## config.mk

```make
export PLATFORM = sky130hd
export DESIGN_NAME = lfsr_delay_gen
export DESIGN_NICKNAME = d
export VERILOG_FILES = /design/src/rtl/lfsr_delay_gen.sv
export SDC_FILE = /design/constraint.sdc
export NUM_CORES = 1
export LEC_CHECK = 0
export ABC_AREA = 1
export CAP_MARGIN = 25
export CORE_ASPECT_RATIO = 1.2
export CORE_MARGIN = 5
export CORE_UTILIZATION = 53
export CTS_CLUSTER_SIZE = 12
export DETAILED_ROUTE_END_ITERATION = 7
export PLACE_DENSITY = 0.87
export SYNTH_ARGS = -nofsm -noshare
export SYNTH_HDL_FRONTEND = slang
export SYNTH_SLANG_ARGS = --single-unit
```

## constraint.sdc

```tcl
create_clock -name clk -period 2.55 [get_ports clk]
set_input_delay 0.51 -clock clk [delete_from_list [all_inputs] [get_ports clk]]
set_output_delay 0.51 -clock clk [all_outputs]
set_load 0.005 [all_outputs]
```

## src/rtl/lfsr_delay_gen.sv

```systemverilog
// Fibonacci LFSR random source with a random-length tick timer; outputs are registered, one-cycle done pulse.
// start is only honoured while idle; requests arriving while busy or done are dropped.
module lfsr_delay_gen #(
  parameter int               WIDTH      = 10,
  parameter logic [WIDTH-1:0] TAPS       = 10'b0000001001,
  parameter logic [WIDTH-1:0] SEED       = 1,
  parameter int               DELAY_BITS = 8,
  parameter int               MIN_DELAY  = 16
) (
  input  logic             clk,
  input  logic             rst,
  input  logic             en,
  input  logic             seed_load,
  input  logic [WIDTH-1:0] seed_in,
  input  logic             start,
  input  logic             cancel,
  input  logic             tick,
  output logic             rand_bit,
  output logic [WIDTH-1:0] rand_word,
  output logic             busy,
  output logic             done
);

  localparam int CW = $clog2(MIN_DELAY + 2**DELAY_BITS);
  // The all-zero state would lock the register, so it is never loaded.
  localparam logic [WIDTH-1:0] SEED_EFF = (SEED == '0) ? WIDTH'(1) : SEED;

  typedef enum logic [1:0] {
    IDLE = 2'd0,
    WAIT = 2'd1,
    DONE = 2'd2
  } state_t;

  logic [WIDTH-1:0] lfsr_q, lfsr_d;
  state_t           state_q, state_d;
  logic [CW-1:0]    count_q, count_d;
  logic [CW-1:0]    load_val;
  logic             fb;

  always_comb begin
    fb       = ^(lfsr_q & TAPS);
    load_val = CW'(MIN_DELAY) + CW'(lfsr_q[DELAY_BITS-1:0]);

    lfsr_d = lfsr_q;
    if (seed_load) begin
      lfsr_d = (seed_in == '0) ? WIDTH'(1) : seed_in;
    end else if (en) begin
      lfsr_d = {fb, lfsr_q[WIDTH-1:1]};
    end
  end

  always_comb begin
    state_d = state_q;
    count_d = count_q;
    case (state_q)
      IDLE: begin
        if (start) begin
          count_d = load_val;
          state_d = WAIT;
        end
      end
      WAIT: begin
        // A zero count only occurs with no fixed offset and expires without a tick.
        if (cancel) begin
          count_d = '0;
          state_d = IDLE;
        end else if (count_q == '0) begin
          state_d = DONE;
        end else if (tick) begin
          count_d = count_q - CW'(1);
          if (count_q == CW'(1)) begin
            state_d = DONE;
          end
        end
      end
      DONE: begin
        state_d = IDLE;
      end
      default: begin
        state_d = IDLE;
        count_d = '0;
      end
    endcase
  end

  always_ff @(posedge clk) begin
    if (rst) begin
      lfsr_q  <= SEED_EFF;
      state_q <= IDLE;
      count_q <= '0;
    end else begin
      lfsr_q  <= lfsr_d;
      state_q <= state_d;
      count_q <= count_d;
    end
  end

  assign rand_bit  = lfsr_q[0];
  assign rand_word = lfsr_q;
  assign busy      = (state_q == WAIT);
  assign done      = (state_q == DONE);

endmodule

```

==> impl_metrics.prom, run 1 <==
# TYPE chip_impl_metric gauge
chip_impl_info{name="status",value="completed"} 1
chip_impl_metric{name="clock_sink_count",unit=""} 21
chip_impl_metric{name="layout-drive-gt1-share",unit=""} 0.06303
chip_impl_metric{name="grt_max_degree",unit=""} 12
chip_impl_metric{name="stdcell_area",unit="um^2"} 1657
chip_impl_info{name="cp-endpoint",value="done"} 1
chip_impl_info{name="worst-setup-path-type",value="flop to output port"} 1
chip_impl_metric{name="wire_length_of_the_first_global_routing_pass",unit="mm"} 5.237
chip_impl_metric{name="final-seq-area",unit="um^2"} 420.4
chip_impl_metric{name="power_density",unit="nW/um^2"} 483.9
chip_impl_metric{name="rr_worst_depth",unit=""} 10
chip_impl_metric{name="timing.critical_path.depth",unit=""} 3
chip_impl_metric{name="port_buffers",unit=""} 29
chip_impl_metric{name="synth-seq-cells",unit=""} 21
chip_impl_metric{name="dieHeight",unit="um"} 64.36
chip_impl_metric{name="cts-buffers-inserted",unit=""} 3
chip_impl_metric{name="power.share.combinational",unit=""} 0.326
chip_impl_metric{name="worst-slew-pin-transition",unit="ps"} 448.0
chip_impl_metric{name="worst_skew_pair_latency",unit="ps"} 300
chip_impl_metric{name="ir_drop",unit="mV"} 0.4544
chip_impl_metric{name="multi_input_area",unit="um^2"} 762.0
chip_impl_info{name="synth_ff_type",value="sky130_fd_sc_hd__dfxtp_1"} 1
chip_impl_info{name="yosys.area.top_type",value="sky130_fd_sc_hd__dfxtp_1"} 1
chip_impl_metric{name="post-place-ws",unit="ps"} 489.9
chip_impl_metric{name="cts.clk_slew.worst_paths",unit="ps"} 100
chip_impl_metric{name="power_switching",unit="uW"} 270.3
chip_impl_metric{name="worst_path_max_fanout",unit=""} 5
chip_impl_metric{name="routedWlPerCell",unit="um"} 11.17
chip_impl_metric{name="critical_path_buf_inv_count",unit=""} 2
chip_impl_metric{name="synth.distinct_cells",unit=""} 27
chip_impl_metric{name="ant_nets_after_route",unit=""} 0
chip_impl_metric{name="antenna-diode-count",unit=""} 0
chip_impl_info{name="reg2reg_to",value="count_q[6]"} 1
chip_impl_metric{name="final.min_clock_period",unit="ps"} 2042
chip_impl_metric{name="post_cts_resize_count",unit=""} 0
chip_impl_info{name="tritoncts",value="done"} 1
chip_impl_metric{name="dp_hpwl",unit="mm"} 2.462
chip_impl_metric{name="asyncSetResetFlopFracSynth",unit=""} 0
chip_impl_metric{name="critical_path_required",unit="ps"} 2040
chip_impl_metric{name="syn-cell-area",unit="um^2"} 1305
chip_impl_metric{name="max_freq",unit="GHz"} 0.4898
chip_impl_metric{name="synth_edf_count",unit=""} 0
chip_impl_metric{name="ctsHtreeMaxLevel",unit=""} 1
chip_impl_metric{name="design.core.area",unit="um^2"} 2330
chip_impl_metric{name="timing.critical_path.slowest_cell_delay",unit="ps"} 530
chip_impl_metric{name="finalCoreUtilization",unit=""} 0.7111
chip_impl_metric{name="vias_in_the_first_global_route",unit=""} 1271
chip_impl_metric{name="power.switching_fraction",unit=""} 0.3372
chip_impl_info{name="startpoint",value="state_q[1]"} 1
chip_impl_metric{name="share_of_total_power_in_the_clock_network",unit=""} 0.192
chip_impl_metric{name="synth.avg_cell_area",unit="um^2"} 6.335
chip_impl_info{name="rsz0062_at_grt",value="false"} 1
chip_impl_metric{name="layout_setup_ws",unit="ps"} 508.4
chip_impl_info{name="yosys-top-cells-area",value="sky130_fd_sc_hd__dfxtp_1 32%, sky130_fd_sc_hd__nand2_1 18%, sky130_fd_sc_hd__nor2_1 8.3%"} 1
chip_impl_info{name="reg2reg_from",value="count_q[0]"} 1
chip_impl_info{name="clockRootBuffer",value="sky130_fd_sc_hd__clkbuf_4"} 1
chip_impl_metric{name="grt_use_total",unit=""} 0.1773
chip_impl_metric{name="share_seq_of_total_power",unit=""} 0.482
chip_impl_info{name="worst_path_dominant_cell_family",value="buffers and inverters"} 1
chip_impl_metric{name="starting_utilization_of_the_core_area",unit=""} 0.5602
chip_impl_metric{name="place.gp.congestion",unit=""} 0.8429
chip_impl_metric{name="gr-total-overflow",unit=""} 0
chip_impl_metric{name="slew_viol_final",unit=""} 0
chip_impl_info{name="min-delay-path-class",value="flop to flop"} 1
chip_impl_metric{name="max-slew-margin-rel",unit=""} 0.7002
chip_impl_metric{name="yosys.area.top_type_share",unit=""} 0.3221
chip_impl_metric{name="length_of_the_first_detailed_routing_pass_in_iterations",unit=""} 4
chip_impl_metric{name="placementRows",unit=""} 19
chip_impl_metric{name="floorplan.die.width",unit="um"} 55.30
chip_impl_metric{name="clock_tree.buffer_depth",unit=""} 2
chip_impl_metric{name="hold_viol_final",unit=""} 0
chip_impl_metric{name="ios",unit=""} 30
chip_impl_metric{name="postSynthNetCount",unit=""} 227
chip_impl_metric{name="cts_hold_buf",unit=""} 0
chip_impl_info{name="path_cells",value="inv_1, nor2_1, clkdlybuf4s50_1"} 1
chip_impl_metric{name="routed_wl",unit="mm"} 3.006
chip_impl_metric{name="detail_route.drc_violations",unit=""} 0
chip_impl_metric{name="timing.reg2reg.setup_slack",unit="ps"} 1020
chip_impl_metric{name="syn_inst",unit=""} 206
chip_impl_info{name="timing.critical_path.to_type",value="output port"} 1
chip_impl_metric{name="intPower",unit="uW"} 531.3
chip_impl_metric{name="fin_tns_setup",unit="ps"} 0
chip_impl_metric{name="grt_antenna_before_repair",unit=""} 0
chip_impl_metric{name="placed_area",unit="um^2"} 1630
chip_impl_metric{name="finalCritPeriodShare",unit=""} 0.8006
chip_impl_metric{name="avgViaCountPerCell",unit=""} 5.026
chip_impl_metric{name="ys_seq_area_frac",unit=""} 0.3221
chip_impl_metric{name="floorplan.die_area",unit="um^2"} 3559
chip_impl_metric{name="fillCellCount",unit=""} 214
chip_impl_metric{name="flow.area_growth_from_synthesis",unit="%"} 26.94
chip_impl_metric{name="timing.final.setup_violations",unit=""} 0
chip_impl_metric{name="skew",unit="ps"} 1.632
chip_impl_metric{name="yosysWarnings",unit=""} 0
chip_impl_info{name="crit_slowest_cell",value="sky130_fd_sc_hd__clkdlybuf4s50_1"} 1
chip_impl_metric{name="routed-via-count",unit=""} 1352
chip_impl_metric{name="power.static_leakage",unit="uW"} 0.0007444
chip_impl_info{name="launching_element_type_of_the_critical_path",value="flop"} 1
chip_impl_metric{name="timing.max_cap.violations",unit=""} 0
chip_impl_metric{name="crit_arrival",unit="ps"} 1530
chip_impl_metric{name="finish.net_count",unit=""} 260
chip_impl_metric{name="initialDrtViolationCount",unit=""} 21
chip_impl_metric{name="cts_setup_buffers",unit=""} 0
flip-flops by register name, indices dropped and copies added, names as in the netlist:
signal / cells
rand_word: 10
count_q: 9
state_q: 2
worst reg2reg max path: stages, from the launching register on:
cell,delay (ps)
sky130_fd_sc_hd__dfxtp_1,380
sky130_fd_sc_hd__inv_1,120
sky130_fd_sc_hd__ha_1,210
sky130_fd_sc_hd__nand2_1,70
sky130_fd_sc_hd__nor2_1,260
sky130_fd_sc_hd__nand2_1,90
sky130_fd_sc_hd__nand2_1,70
sky130_fd_sc_hd__nand3_1,60
sky130_fd_sc_hd__nand2_1,70
sky130_fd_sc_hd__nand2_1,50
sky130_fd_sc_hd__a21oi_1,110
layout make-up:
| cell class | count | area share |
|---|---|---|
| multi-input combinational | 154 | 0.4600 |
| sequential | 21 | 0.2538 |
| timing repair buffer | 30 | 0.1798 |
| inverter | 29 | 0.06722 |
| tap | 31 | 0.02341 |
| clock buffer | 4 | 0.01586 |
synth_stat cells, types with 2 or more instances:
cell type,count
sky130_fd_sc_hd__nand2_1,61
sky130_fd_sc_hd__a21oi_1,7
sky130_fd_sc_hd__nand3_1,15
sky130_fd_sc_hd__nor2_2,3
sky130_fd_sc_hd__a21oi_2,2
sky130_fd_sc_hd__inv_1,27
sky130_fd_sc_hd__nor2_1,29
sky130_fd_sc_hd__a211oi_1,3
sky130_fd_sc_hd__a221oi_1,2
sky130_fd_sc_hd__nand4_1,2
sky130_fd_sc_hd__ha_1,4
sky130_fd_sc_hd__dfxtp_1,21
sky130_fd_sc_hd__o21ai_0,16
layer usage:
layer / vias up / GRT usage / part of all wire
met5: - / 0 / 0
met4: 0 / 0.09119 / 0.032
met3: 9 / 0.02616 / 0.044
met2: 31 / 0.3151 / 0.47
met1: 582 / 0.2048 / 0.45
li1: 730 / - / -
logic make-up after synthesis:
group	Yosys count	share of synthesized area
xor gates and xnor gates	2	0.01343
buffers and inverters	31	0.09396
and+or+nand+nor	115	0.3826
DFF	21	0.3221
AOI/OAI and AO/OA	33	0.1496
adders and majority gates	4	0.03835
per-stage QoR:
stage               hold slack (ps)  total power (uW)  std cells
global placement              474.7             650.7        265
CTS                           489.2             808.1        269
detailed placement            472.0             653.4        265
floorplan                     458.8             554.9        206
finish                        487.6             801.7        269
global route                  515.3             869.0        269
worst min path at each step:
stage / depth (start not counted) / endpoint / from / slack [ps]
after floorplan: 2 / count_q[1] / count_q[1] / 460
after global placement: 2 / count_q[1] / count_q[1] / 470
after detailed placement: 2 / count_q[1] / count_q[1] / 470
after CTS: 2 / count_q[1] / count_q[1] / 490
after global routing: 2 / count_q[8] / count_q[8] / 520
final: 2 / count_q[1] / count_q[1] / 490
placed cells by master (no fill, tap or decap), types with 2 or more instances in the layout:
cell type / n
sky130_fd_sc_hd__nand4_1: 2
sky130_fd_sc_hd__nand3_1: 15
sky130_fd_sc_hd__clkdlybuf4s50_1: 29
sky130_fd_sc_hd__nor2_2: 3
sky130_fd_sc_hd__nand2_1: 61
sky130_fd_sc_hd__clkbuf_4: 3
sky130_fd_sc_hd__inv_1: 27
sky130_fd_sc_hd__nor2_1: 29
sky130_fd_sc_hd__o21ai_0: 16
sky130_fd_sc_hd__a221oi_1: 2
sky130_fd_sc_hd__dfxtp_1: 21
sky130_fd_sc_hd__a211oi_1: 3
sky130_fd_sc_hd__ha_1: 4
sky130_fd_sc_hd__a21oi_2: 2
sky130_fd_sc_hd__a21oi_1: 7
power by group through the flow:
stage	combinational [uW]	sequential [uW]	clock, uW
floorplan	168	387	0
global placement	258	393	0
detailed placement	260	393	0
CTS	262	386	160
global route	298	393	179
finish	261	387	154
Power figures use the tool's default switching activity.
==> run 2: changes to the inputs <==
CORE_UTILIZATION = 44   (was 53)
PLACE_DENSITY = 0.77   (was 0.87)
clock period = 1.8 ns   (was 2.55 ns; I/O delays follow)
==> impl_metrics.prom, run 2 (synthesized netlist as in run 1, its figures left out) <==
# TYPE chip_impl_metric gauge
chip_impl_info{name="tritoncts",value="done"} 1
chip_impl_metric{name="grt_use_met2",unit=""} 0.2837
chip_impl_metric{name="critical_path_buf_inv_count",unit=""} 2
chip_impl_metric{name="timing.final.setup_violations",unit=""} 0
chip_impl_metric{name="worst-slew-pin-transition",unit="ps"} 361.8
chip_impl_metric{name="initialDrtViolationCount",unit=""} 65
chip_impl_metric{name="clock_sink_count",unit=""} 21
chip_impl_info{name="busiest_layer",value="met2"} 1
chip_impl_info{name="worst-setup-path-type",value="flop to output port"} 1
chip_impl_metric{name="finalCoreUtilization",unit=""} 0.6146
chip_impl_info{name="rsz0062_at_grt",value="true"} 1
chip_impl_metric{name="placementRows",unit=""} 21
chip_impl_metric{name="hold_viol_final",unit=""} 0
chip_impl_metric{name="critical_path_required",unit="ps"} 1440
chip_impl_metric{name="ios",unit=""} 30
chip_impl_metric{name="avgViaCountPerCell",unit=""} 4.907
chip_impl_metric{name="power_density",unit="nW/um^2"} 667.9
chip_impl_metric{name="layout-drive-gt1-share",unit=""} 0.09717
chip_impl_metric{name="gr-total-overflow",unit=""} 0
chip_impl_metric{name="floorplan.die_area",unit="um^2"} 4160
chip_impl_info{name="path_cells",value="buf_4, nor2_2, clkdlybuf4s50_1"} 1
chip_impl_metric{name="design.core.area",unit="um^2"} 2811
chip_impl_metric{name="place.gp.congestion",unit=""} 0.8289
chip_impl_metric{name="finish.net_count",unit=""} 269
chip_impl_metric{name="detail_route.drc_violations",unit=""} 0
chip_impl_metric{name="post_cts_resize_count",unit=""} 0
chip_impl_metric{name="vias_in_the_first_global_route",unit=""} 1321
chip_impl_metric{name="final.min_clock_period",unit="ps"} 1768
chip_impl_info{name="layout.cells.most_common",value="sky130_fd_sc_hd__nand2_1"} 1
chip_impl_info{name="clockRootBuffer",value="sky130_fd_sc_hd__clkbuf_4"} 1
chip_impl_metric{name="skew",unit="ps"} 5.444
chip_impl_metric{name="largest_register_ffs",unit=""} 10
chip_impl_metric{name="routedWlPerCell",unit="um"} 11.06
chip_impl_metric{name="cts.clk_slew.worst_paths",unit="ps"} 110
chip_impl_metric{name="dp_hpwl",unit="mm"} 2.550
chip_impl_metric{name="use_met3",unit=""} 0.02980
chip_impl_metric{name="floorplan.die.width",unit="um"} 59.72
chip_impl_info{name="timing.critical_path.to_type",value="output port"} 1
chip_impl_metric{name="dieHeight",unit="um"} 69.66
chip_impl_metric{name="post-place-ws",unit="ps"} 30.67
chip_impl_metric{name="wire_length_of_the_first_global_routing_pass",unit="mm"} 5.444
chip_impl_metric{name="finalCritPeriodShare",unit=""} 0.9821
chip_impl_metric{name="ctsHtreeMaxLevel",unit=""} 1
chip_impl_metric{name="max_freq",unit="GHz"} 0.5657
chip_impl_metric{name="routed-via-count",unit=""} 1379
chip_impl_metric{name="starting_utilization_of_the_core_area",unit=""} 0.4642
chip_impl_metric{name="worst_skew_pair_latency",unit="ps"} 290
chip_impl_info{name="mostFrequentLayoutCells",value="61 x sky130_fd_sc_hd__nand2_1, 29 x sky130_fd_sc_hd__nor2_1, 29 x sky130_fd_sc_hd__clkdlybuf4s50_1, 27 x sky130_fd_sc_hd__inv_1, 21 x sky130_fd_sc_hd__dfxtp_1"} 1
chip_impl_metric{name="cts-buffers-inserted",unit=""} 3
chip_impl_metric{name="port_buffers",unit=""} 29
chip_impl_metric{name="grt_max_degree",unit=""} 12
chip_impl_info{name="worst_path_dominant_cell_family",value="buffers and inverters"} 1
chip_impl_metric{name="power.static_leakage",unit="uW"} 0.0007893
chip_impl_metric{name="length_of_the_first_detailed_routing_pass_in_iterations",unit=""} 4
chip_impl_metric{name="worst_path_max_fanout",unit=""} 4
chip_impl_info{name="min-delay-path-class",value="flop to flop"} 1
chip_impl_metric{name="flow.area_growth_from_synthesis",unit="%"} 32.41
chip_impl_metric{name="dp_cells",unit=""} 277
chip_impl_metric{name="routed_wl",unit="mm"} 3.107
chip_impl_metric{name="max-slew-margin-rel",unit=""} 0.7526
chip_impl_metric{name="slew_viol_final",unit=""} 0
chip_impl_metric{name="ir_drop",unit="mV"} 0.3664
chip_impl_metric{name="crit_arrival",unit="ps"} 1410
chip_impl_info{name="crit_slowest_cell",value="sky130_fd_sc_hd__clkdlybuf4s50_1"} 1
chip_impl_metric{name="antenna-diode-count",unit=""} 0
chip_impl_metric{name="final-seq-area",unit="um^2"} 420.4
chip_impl_metric{name="timing.max_cap.violations",unit=""} 0
chip_impl_metric{name="grt_use_total",unit=""} 0.1597
chip_impl_metric{name="global_route.usage.met1",unit=""} 0.1886
chip_impl_metric{name="fillCellCount",unit=""} 270
chip_impl_metric{name="ant_nets_after_route",unit=""} 0
chip_impl_info{name="launching_element_type_of_the_critical_path",value="flop"} 1
chip_impl_metric{name="timing.critical_path.slowest_cell_delay",unit="ps"} 520
chip_impl_metric{name="grt_antenna_before_repair",unit=""} 0
chip_impl_metric{name="clock_tree.buffer_depth",unit=""} 2
chip_impl_metric{name="multi_input_area",unit="um^2"} 762.0
chip_impl_metric{name="final-instance-count-excl-fill",unit=""} 281
chip_impl_metric{name="layout_setup_ws",unit="ps"} 32.18
chip_impl_metric{name="final_hold_slack",unit="ps"} 503.5
chip_impl_info{name="status",value="completed"} 1
run 2: cell count changes in the layout (fill, tap and decap cells not counted), sizes merged:
cell	previous run	this run
buf	1	10
run 2: final timing paths:
check | startpoint | to | slack (ps) | depth (start not counted)
worst max-delay path | state_q[1] | busy | 30 | 3
worst min-delay path | count_q[1] | count_q[1] | 500 | 2
worst max register to register | count_q[0] | count_q[6] | 250 | 10
worst min register to register | count_q[1] | count_q[1] | 500 | 2
run 2: repair_timing:
item | 4_1_cts | 5_1_grt
setup endpoints to repair | 0 | 2
buffers inserted | 0 | 0
hold buffers | 0 | 0
run 2: per-stage QoR:
| stage | setup TNS [ps] | power, uW | area, um^2 |
|---|---|---|---|
| 2_1_floorplan | 0 | 786.2 | 1305 |
| 3_3_place_gp | 0 | 938.6 | 1702 |
| 3_5_place_dp | 0 | 944.9 | 1702 |
| 4_1_cts | 0 | 1165 | 1728 |
| 5_1_grt | -115.3 | 1242 | 1728 |
| 6_report | 0 | 1154 | 1728 |
run 2: cell type report:
class | instances | share of cell area
timing repair buffer | 39 | 0.2114
multi-input combinational | 154 | 0.4410
sequential | 21 | 0.2433
clock buffer | 4 | 0.01521
inverter | 29 | 0.06445
tap | 34 | 0.02462
run 2: layer usage:
layer | routed length, um | vias up
met5 | 0 | -
met2 | 1537 | 19
met1 | 1421 | 613
li1 | - | 745
met3 | 128 | 2
met4 | 20 | 0
run 2: power by group:
group          switching, uW  total (uW)  internal [uW]
Clock                    132         218           86.0
Sequential              44.4         546            502
Combinational            211         390            178
Total                    388        1150            766
run 2: tightest hold or removal path: cells and delay by family (launching register included):
family	cells	cell delay, ps
simple gates	1	70
compound gates	1	60
flops	1	340
